==> src/rtl/hazard_ctrl_pkg.sv <==
// Shared pipeline definitions for the hazard controller:
// FSM encoding, flush defaults and counter widths.
package hazard_ctrl_pkg;

  typedef enum logic [1:0] {
    ST_RUN        = 2'd0,
    ST_LOAD_STALL = 2'd1,
    ST_FLUSH      = 2'd2,
    ST_FREEZE     = 2'd3
  } hz_state_e;

  localparam int FLUSH_CYCLES_DEF = 2;
  localparam int CNT_W            = 3;
  localparam int STALL_W          = 16;

  function automatic logic [STALL_W-1:0] sat_inc(
    input logic [STALL_W-1:0] v
  );
    return (v == '1) ? v : v + 1'b1;
  endfunction

endpackage

==> src/rtl/hazard_ctrl_if.sv <==
// Decode/execute/memory stage bundle seen by the hazard controller.
// master = pipeline side, slave = hazard_ctrl.
interface hazard_ctrl_if #(
  parameter int REG_ADDR_W = 3
);
  import hazard_ctrl_pkg::*;

  logic [REG_ADDR_W-1:0] i_Rsrc1;
  logic [REG_ADDR_W-1:0] i_Rsrc2;
  logic                  i_use_src1;
  logic                  i_use_src2;
  logic                  i_ex_mem_read;
  logic [REG_ADDR_W-1:0] i_ex_Rdst;
  logic                  i_branch_taken;
  logic                  i_mem_busy;
  logic                  o_pc_en;
  logic                  o_fd_en;
  logic                  o_de_en;
  logic                  o_fd_flush;
  logic                  o_de_bubble;
  logic [STALL_W-1:0]    o_stall_cnt;

  modport master (
    output i_Rsrc1, i_Rsrc2, i_use_src1, i_use_src2,
    output i_ex_mem_read, i_ex_Rdst,
    output i_branch_taken, i_mem_busy,
    input  o_pc_en, o_fd_en, o_de_en,
    input  o_fd_flush, o_de_bubble, o_stall_cnt
  );

  modport slave (
    input  i_Rsrc1, i_Rsrc2, i_use_src1, i_use_src2,
    input  i_ex_mem_read, i_ex_Rdst,
    input  i_branch_taken, i_mem_busy,
    output o_pc_en, o_fd_en, o_de_en,
    output o_fd_flush, o_de_bubble, o_stall_cnt
  );

endinterface

==> src/rtl/hazard_ctrl_load_use_detect.sv <==
// Combinational load-use comparator between the decode
// sources and the load sitting in the decode/ALU buffer.
module load_use_detect #(
  parameter int REG_ADDR_W = 3
) (
  input  logic [REG_ADDR_W-1:0] i_Rsrc1,
  input  logic [REG_ADDR_W-1:0] i_Rsrc2,
  input  logic                  i_use_src1,
  input  logic                  i_use_src2,
  input  logic                  i_ex_mem_read,
  input  logic [REG_ADDR_W-1:0] i_ex_Rdst,
  output logic                  o_hazard
);

  logic w_hit1;
  logic w_hit2;

  assign w_hit1 = i_use_src1 && (i_Rsrc1 == i_ex_Rdst);
  assign w_hit2 = i_use_src2 && (i_Rsrc2 == i_ex_Rdst);
  assign o_hazard = i_ex_mem_read && (w_hit1 || w_hit2);

endmodule

==> src/rtl/hazard_ctrl.sv <==
// Pipeline hazard controller: load-use stall, branch flush,
// memory freeze with state save/resume, stall statistics.
module hazard_ctrl
  import hazard_ctrl_pkg::*;
#(
  parameter int REG_ADDR_W   = 3,
  parameter int FLUSH_CYCLES = FLUSH_CYCLES_DEF
) (
  input  logic         clk,
  input  logic         rst,
  hazard_ctrl_if.slave bus
);

  localparam logic [CNT_W-1:0] FL_LOAD =
    CNT_W'(FLUSH_CYCLES - 1);

  hz_state_e          r_state;
  hz_state_e          r_saved;
  logic [CNT_W-1:0]   r_cnt;
  logic [STALL_W-1:0] r_stall_cnt;

  hz_state_e          w_eff;
  hz_state_e          w_next;
  hz_state_e          w_saved_nxt;
  logic [CNT_W-1:0]   w_cnt_nxt;
  logic               w_hazard;
  logic               w_pc_en;
  logic               w_fd_en;
  logic               w_de_en;
  logic               w_fd_flush;
  logic               w_de_bubble;
  logic               w_stall;

  load_use_detect #(
    .REG_ADDR_W (REG_ADDR_W)
  ) u_lud (
    .i_Rsrc1       (bus.i_Rsrc1),
    .i_Rsrc2       (bus.i_Rsrc2),
    .i_use_src1    (bus.i_use_src1),
    .i_use_src2    (bus.i_use_src2),
    .i_ex_mem_read (bus.i_ex_mem_read),
    .i_ex_Rdst     (bus.i_ex_Rdst),
    .o_hazard      (w_hazard)
  );

  // A FREEZE cycle whose busy has dropped behaves as the saved state
  always_comb begin
    w_eff = (r_state == ST_FREEZE && !bus.i_mem_busy)
          ? r_saved : r_state;
    w_next      = w_eff;
    w_saved_nxt = r_saved;
    w_cnt_nxt   = r_cnt;
    w_pc_en     = 1'b1;
    w_fd_en     = 1'b1;
    w_de_en     = 1'b1;
    w_fd_flush  = 1'b0;
    w_de_bubble = 1'b0;
    if (bus.i_mem_busy) begin
      w_pc_en = 1'b0;
      w_fd_en = 1'b0;
      w_de_en = 1'b0;
      w_next  = ST_FREEZE;
      if (r_state != ST_FREEZE) w_saved_nxt = r_state;
    end else begin
      unique case (w_eff)
        ST_RUN, ST_LOAD_STALL: begin
          w_next = ST_RUN;
          if (bus.i_branch_taken) begin
            w_fd_flush  = 1'b1;
            w_de_bubble = 1'b1;
            w_cnt_nxt   = FL_LOAD;
            w_next = (FL_LOAD == '0) ? ST_RUN : ST_FLUSH;
          end else if (w_eff == ST_RUN && w_hazard) begin
            w_de_bubble = 1'b1;
            w_pc_en     = 1'b0;
            w_fd_en     = 1'b0;
            w_next      = ST_LOAD_STALL;
          end
        end
        ST_FLUSH: begin
          w_fd_flush  = 1'b1;
          w_de_bubble = 1'b1;
          if (bus.i_branch_taken) begin
            w_cnt_nxt = FL_LOAD;
            w_next = (FL_LOAD == '0) ? ST_RUN : ST_FLUSH;
          end else begin
            w_cnt_nxt = r_cnt - CNT_W'(1);
            w_next = (r_cnt <= CNT_W'(1)) ? ST_RUN : ST_FLUSH;
          end
        end
        default: w_next = ST_RUN;
      endcase
    end
    // Buffers load zero control while reset is held
    if (!rst) begin
      w_pc_en     = 1'b1;
      w_fd_en     = 1'b1;
      w_de_en     = 1'b1;
      w_fd_flush  = 1'b1;
      w_de_bubble = 1'b1;
    end
  end

  assign w_stall = !w_pc_en || w_de_bubble;

  always_ff @(posedge clk or negedge rst) begin
    if (!rst) begin
      r_state     <= ST_RUN;
      r_saved     <= ST_RUN;
      r_cnt       <= '0;
      r_stall_cnt <= '0;
    end else begin
      r_state <= w_next;
      r_saved <= w_saved_nxt;
      r_cnt   <= w_cnt_nxt;
      if (w_stall) r_stall_cnt <= sat_inc(r_stall_cnt);
    end
  end

  assign bus.o_pc_en     = w_pc_en;
  assign bus.o_fd_en     = w_fd_en;
  assign bus.o_de_en     = w_de_en;
  assign bus.o_fd_flush  = w_fd_flush;
  assign bus.o_de_bubble = w_de_bubble;
  assign bus.o_stall_cnt = r_stall_cnt;

endmodule

==> src/flat_wrapper.sv <==
// flat-port wrapper written by rule: the top's interface ports become plain ports
module hazard_ctrl_flat import hazard_ctrl_pkg::*;
#(
  parameter int REG_ADDR_W   = 3,
  parameter int FLUSH_CYCLES = FLUSH_CYCLES_DEF
)
  (clk, rst, bus_i_Rsrc1, bus_i_Rsrc2, bus_i_use_src1, bus_i_use_src2, bus_i_ex_mem_read, bus_i_ex_Rdst, bus_i_branch_taken, bus_i_mem_busy, bus_o_pc_en, bus_o_fd_en, bus_o_de_en, bus_o_fd_flush, bus_o_de_bubble, bus_o_stall_cnt);
  hazard_ctrl_if #(.REG_ADDR_W(REG_ADDR_W)) bus_i ();
  input  logic clk;
  input  logic rst;
  input wire logic [$bits(bus_i.i_Rsrc1)-1:0] bus_i_Rsrc1;
  input wire logic [$bits(bus_i.i_Rsrc2)-1:0] bus_i_Rsrc2;
  input wire logic [$bits(bus_i.i_use_src1)-1:0] bus_i_use_src1;
  input wire logic [$bits(bus_i.i_use_src2)-1:0] bus_i_use_src2;
  input wire logic [$bits(bus_i.i_ex_mem_read)-1:0] bus_i_ex_mem_read;
  input wire logic [$bits(bus_i.i_ex_Rdst)-1:0] bus_i_ex_Rdst;
  input wire logic [$bits(bus_i.i_branch_taken)-1:0] bus_i_branch_taken;
  input wire logic [$bits(bus_i.i_mem_busy)-1:0] bus_i_mem_busy;
  output wire logic [$bits(bus_i.o_pc_en)-1:0] bus_o_pc_en;
  output wire logic [$bits(bus_i.o_fd_en)-1:0] bus_o_fd_en;
  output wire logic [$bits(bus_i.o_de_en)-1:0] bus_o_de_en;
  output wire logic [$bits(bus_i.o_fd_flush)-1:0] bus_o_fd_flush;
  output wire logic [$bits(bus_i.o_de_bubble)-1:0] bus_o_de_bubble;
  output wire logic [$bits(bus_i.o_stall_cnt)-1:0] bus_o_stall_cnt;
  assign bus_i.i_Rsrc1 = bus_i_Rsrc1;
  assign bus_i.i_Rsrc2 = bus_i_Rsrc2;
  assign bus_i.i_use_src1 = bus_i_use_src1;
  assign bus_i.i_use_src2 = bus_i_use_src2;
  assign bus_i.i_ex_mem_read = bus_i_ex_mem_read;
  assign bus_i.i_ex_Rdst = bus_i_ex_Rdst;
  assign bus_i.i_branch_taken = bus_i_branch_taken;
  assign bus_i.i_mem_busy = bus_i_mem_busy;
  assign bus_o_pc_en = bus_i.o_pc_en;
  assign bus_o_fd_en = bus_i.o_fd_en;
  assign bus_o_de_en = bus_i.o_de_en;
  assign bus_o_fd_flush = bus_i.o_fd_flush;
  assign bus_o_de_bubble = bus_i.o_de_bubble;
  assign bus_o_stall_cnt = bus_i.o_stall_cnt;
  hazard_ctrl #(.REG_ADDR_W(REG_ADDR_W), .FLUSH_CYCLES(FLUSH_CYCLES)) u_core (.clk(clk), .rst(rst), .bus(bus_i));
endmodule
==> config.mk <==
export PLATFORM = sky130hd
export DESIGN_NAME = hazard_ctrl_flat
export DESIGN_NICKNAME = d
export VERILOG_FILES = /design/src/rtl/hazard_ctrl_pkg.sv /design/src/rtl/hazard_ctrl_if.sv /design/src/rtl/hazard_ctrl_load_use_detect.sv /design/src/rtl/hazard_ctrl.sv /design/src/flat_wrapper.sv
export SDC_FILE = /design/constraint.sdc
export NUM_CORES = 1
export LEC_CHECK = 0
export BUFFER_PORTS_ARGS = -buffer_cell sky130_fd_sc_hd__buf_2
export CORE_MARGIN = 2
export CORE_UTILIZATION = 50
export CTS_CLUSTER_DIAMETER = 80
export DETAILED_ROUTE_END_ITERATION = 10
export PLACE_DENSITY = 0.76
export REMOVE_ABC_BUFFERS = 1
export SYNTH_ARGS = -nofsm -noshare
export SYNTH_HDL_FRONTEND = slang
export SYNTH_SLANG_ARGS = --single-unit
==> constraint.sdc <==
create_clock -name clk -period 2.6 [get_ports clk]
set_input_delay 0.26 -clock clk [delete_from_list [all_inputs] [get_ports clk]]
set_output_delay 0.26 -clock clk [all_outputs]
set_load 0.02 [all_outputs]
==> results.md <==
* Outcome: finished clean
* Sw frac at approximately two fifths
* # Post-CTS Setup Buffers at 0
* Pre-antenna DRT Iters at 4
* Peak Freq at about 0.49 GHz
* Placed instance area at 1610 um2
* Seq cells post-synth at 23
* Initial antenna violation count at 0
* Cells after synthesis at roughly 150
* Worst path max stage delay at 0.47 ns
* Setup violations, final at 0
* Unrepaired setup endpoints after global routing: false
* Post-route cell area at 1650 um2
* Power density over cell area at 757 nW/um2
* Die X-Extent at 57.2 um
* Area Overhead vs Synth at 16.6%
* Post-route ant nets at 0
* CTS tree: done
* Register area at 576 um2
* Die height at 57.2 um
* Share of cells above drive strength 1 at 25.4%
* Initial Util at about half
* Fillers at 250
* Syn avg cell area at 9.38 um2
* GR Util All Layers at 20.1%
* Sink Count at 23
* Final Util at 60.4%
* Nets@finish at 209
* Max Transition Viols Final at 0
* Peak supply drop at around 0.00066 V
* Most common flop cell mapped by yosys: dfrtp_1
* Sequential area share after synthesis at ~41%
* WHS at 0.257 ns
* RePlAce Congestion at 0.843
* HP Class: primary input to flop
* Worst R2R Setup Slack at 0.68 ns
* Worst Path Arrival at 1.79 ns
* Clock Path Buffers at 2
* Root buf cell: clkbuf_4
* Pin count of the biggest net entering global routing at 28
* Crit Path Class: flop to primary output
* Design Power at 1.25 mW
* Worst Skew at 0.00240 ns
* Pre-CTS setup slack at 0.693 ns
* Worst-path clk slew at 0.13 ns
* Drt total wl at approximately 2900 um
* Switch Pwr at 522 uW
* Combinational share of power at roughly two fifths
* Core area at roughly 2700 um2
* Dpl cells at 215
* Critical path, cell by cell: and2b_1 > a31oi_2 > nor2_1 > a31o_1 > nand2_1 > buf_2
* Non-filler cells in the finished layout at between 200 and 250
* Post-cts sizing count at 0
* Hold Vio Cnt, Final at 0
* Skew-Pair Late Insertion Delay at 0.31 ns
* DR iter-0 viols at 52
* Clock H-tree levels at 1
* CP endpoint kind: primary output
* Count of cell types in the netlist at 35
* Mapped Area at 1420 um2
* Synthesis Warnings at 0
* Total congestion overflow at 0
* Global-route wire length before repair at roughly 5200 um
* Fin Setup TNS at 0 ns
* Final worst setup slack at 0.549 ns
* Multi-input logic area at 790 um2
* Worst slew pin tran at 0.637 ns
* # port buffers at 36
* Max-Slew Margin vs Limit at 57.2%
* CP max-delay cell: dfrtp_1
* Power share of the sequential group at 45.7%
* Leakage power at 0.742 nW
* Hold_buf cts at 1
* Row count at 19
* Critical Path RT at 2.34 ns
* DRC at 0
* Ports at 37
* P_int at 728 uW
* Post-synth ARST share at 100%
* CP Launch Type: flop
* Clk network pwr share at 13.3%
* Num CTS Buffers at 3
* Crit path time final at a little over 2 ns
* Post-synth EDFFs at 0
* Vias in the first global route at between 1k and 1.5k
* DP Wirelength at 2260 um
* Final Cycle Share at 78.9%
* Die ar. at 3270 um2
* Max-Cap Viols at 0
* Vias per cell at ~5.7
* Via count at 1243
* N_diodes at 0
* Wire per inst at 13.3 um
* Worst-path fanout max at 7
==> Yosys cell counts, drive strengths merged (2+ instances only) <==
cell    count  area [um2]
a21boi      2        15.0
and3        2        12.5
ha          3        37.5
mux2        2        22.5
nor3        6        30.0
nand2b      5        31.3
buf         4        28.8
mux2i       3        30.0
inv         6        22.5
nand3      14        80.1
nand4      12        75.1
nand4b      2        17.5
nor2       17        63.8
o21ai       4        20.0
nor2b       2        12.5
dfrtp      23         576
nand2      12        45.0
xnor2      19         166
==> metal layers <==
layer | global-route usage, % | wire length (um) | up-vias
li1 | - | - | 610
met4 | 9.97 | 46 | 0
met1 | 26.1 | 1280 | 599
met3 | 3.17 | 123 | 6
met5 | 0 | 0 | -
met2 | 32.8 | 1480 | 28
==> power by group through the flow <==
stage	logic [mW]	clock network, mW	registers, mW
floorplan	0.298	0	0.622
global placement	0.498	0	0.570
detailed placement	0.516	0	0.578
CTS	0.521	0.172	0.570
global route	0.570	0.186	0.592
finish	0.513	0.166	0.572
==> cell usage in the layout, fill, tap and decap left out, drive strengths merged <==
| cell type | instances |
|---|---|
| buf | 37 |
| dfrtp | 23 |
| xnor2 | 19 |
| nor2 | 17 |
| nand3 | 14 |
| nand4 | 12 |
| nand2 | 12 |
| nor3 | 6 |
| inv | 6 |
| nand2b | 5 |
| o21ai | 4 |
| mux2i | 3 |
| ha | 3 |
| clkbuf | 3 |
| a21boi | 2 |
| mux2 | 2 |
| nand4b | 2 |
| and3 | 2 |
| nor2b | 2 |
| and2b | 1 |
| a31oi | 1 |
| a31o | 1 |
| o21bai | 1 |
| a21oi | 1 |
| o21a | 1 |
| a211oi | 1 |
| o32ai | 1 |
| or2 | 1 |
| nor4 | 1 |
| nand3b | 1 |
| o31ai | 1 |
| a22oi | 1 |
| clkinv | 1 |
| dlygate4sd3 | 1 |
==> worst paths after layout <==
path / startpoint / to / depth (start not counted)
worst min-delay path: bus_i_branch_taken / u_core.r_cnt[2] / 2
max in group asynchronous: rst / u_core.bus.o_stall_cnt[5] / 3
min in group asynchronous: rst / u_core.r_state[0] / 3
worst min register to register: u_core.r_cnt[1] / u_core.r_cnt[1] / 2
worst max-delay path: u_core.r_state[1] / bus_o_pc_en / 6
worst max register to register: u_core.r_state[1] / u_core.bus.o_stall_cnt[1] / 5
==> registers in the layout, summed over array words and instances, names as in the netlist <==
register and cells:
u_core.r_state 2, u_core.bus.o_stall_cnt 16, u_core.r_saved 2, u_core.r_cnt 3
==> critical path: cells and delay by family (launching register included) <==
kind	cells	cell delay [ns]
AO/OA/AOI/OAI	2	0.48
flip-flops	1	0.47
AND/OR/NAND/NOR	3	0.37
buffers and inverters	1	0.16
==> logic make-up (layout without fill, tap and decap cells) <==
kind of cell | count (synthesis) | in the layout | synth area share (%)
fa+ha+maj | 3 | 3 | 2.65
flops | 23 | 23 | 40.6
mux | 5 | 5 | 3.71
xor+xnor | 19 | 19 | 11.7
compound gates | 15 | 15 | 9.28
buf+inv | 10 | 48 | 3.62
simple gates | 76 | 76 | 28.4
==> area by class of cell <==
cell class,count,area share [%]
Sequential cell,23,34.8
Timing Repair Buffer,38,12.0
Inverter,6,1.36
Tap cell,31,2.35
Clock inverter,1,0.303
Multi-Input combinational cell,118,47.8
Clock buffer,3,1.36
No activity file was read; power rests on OpenSTA's default activity.
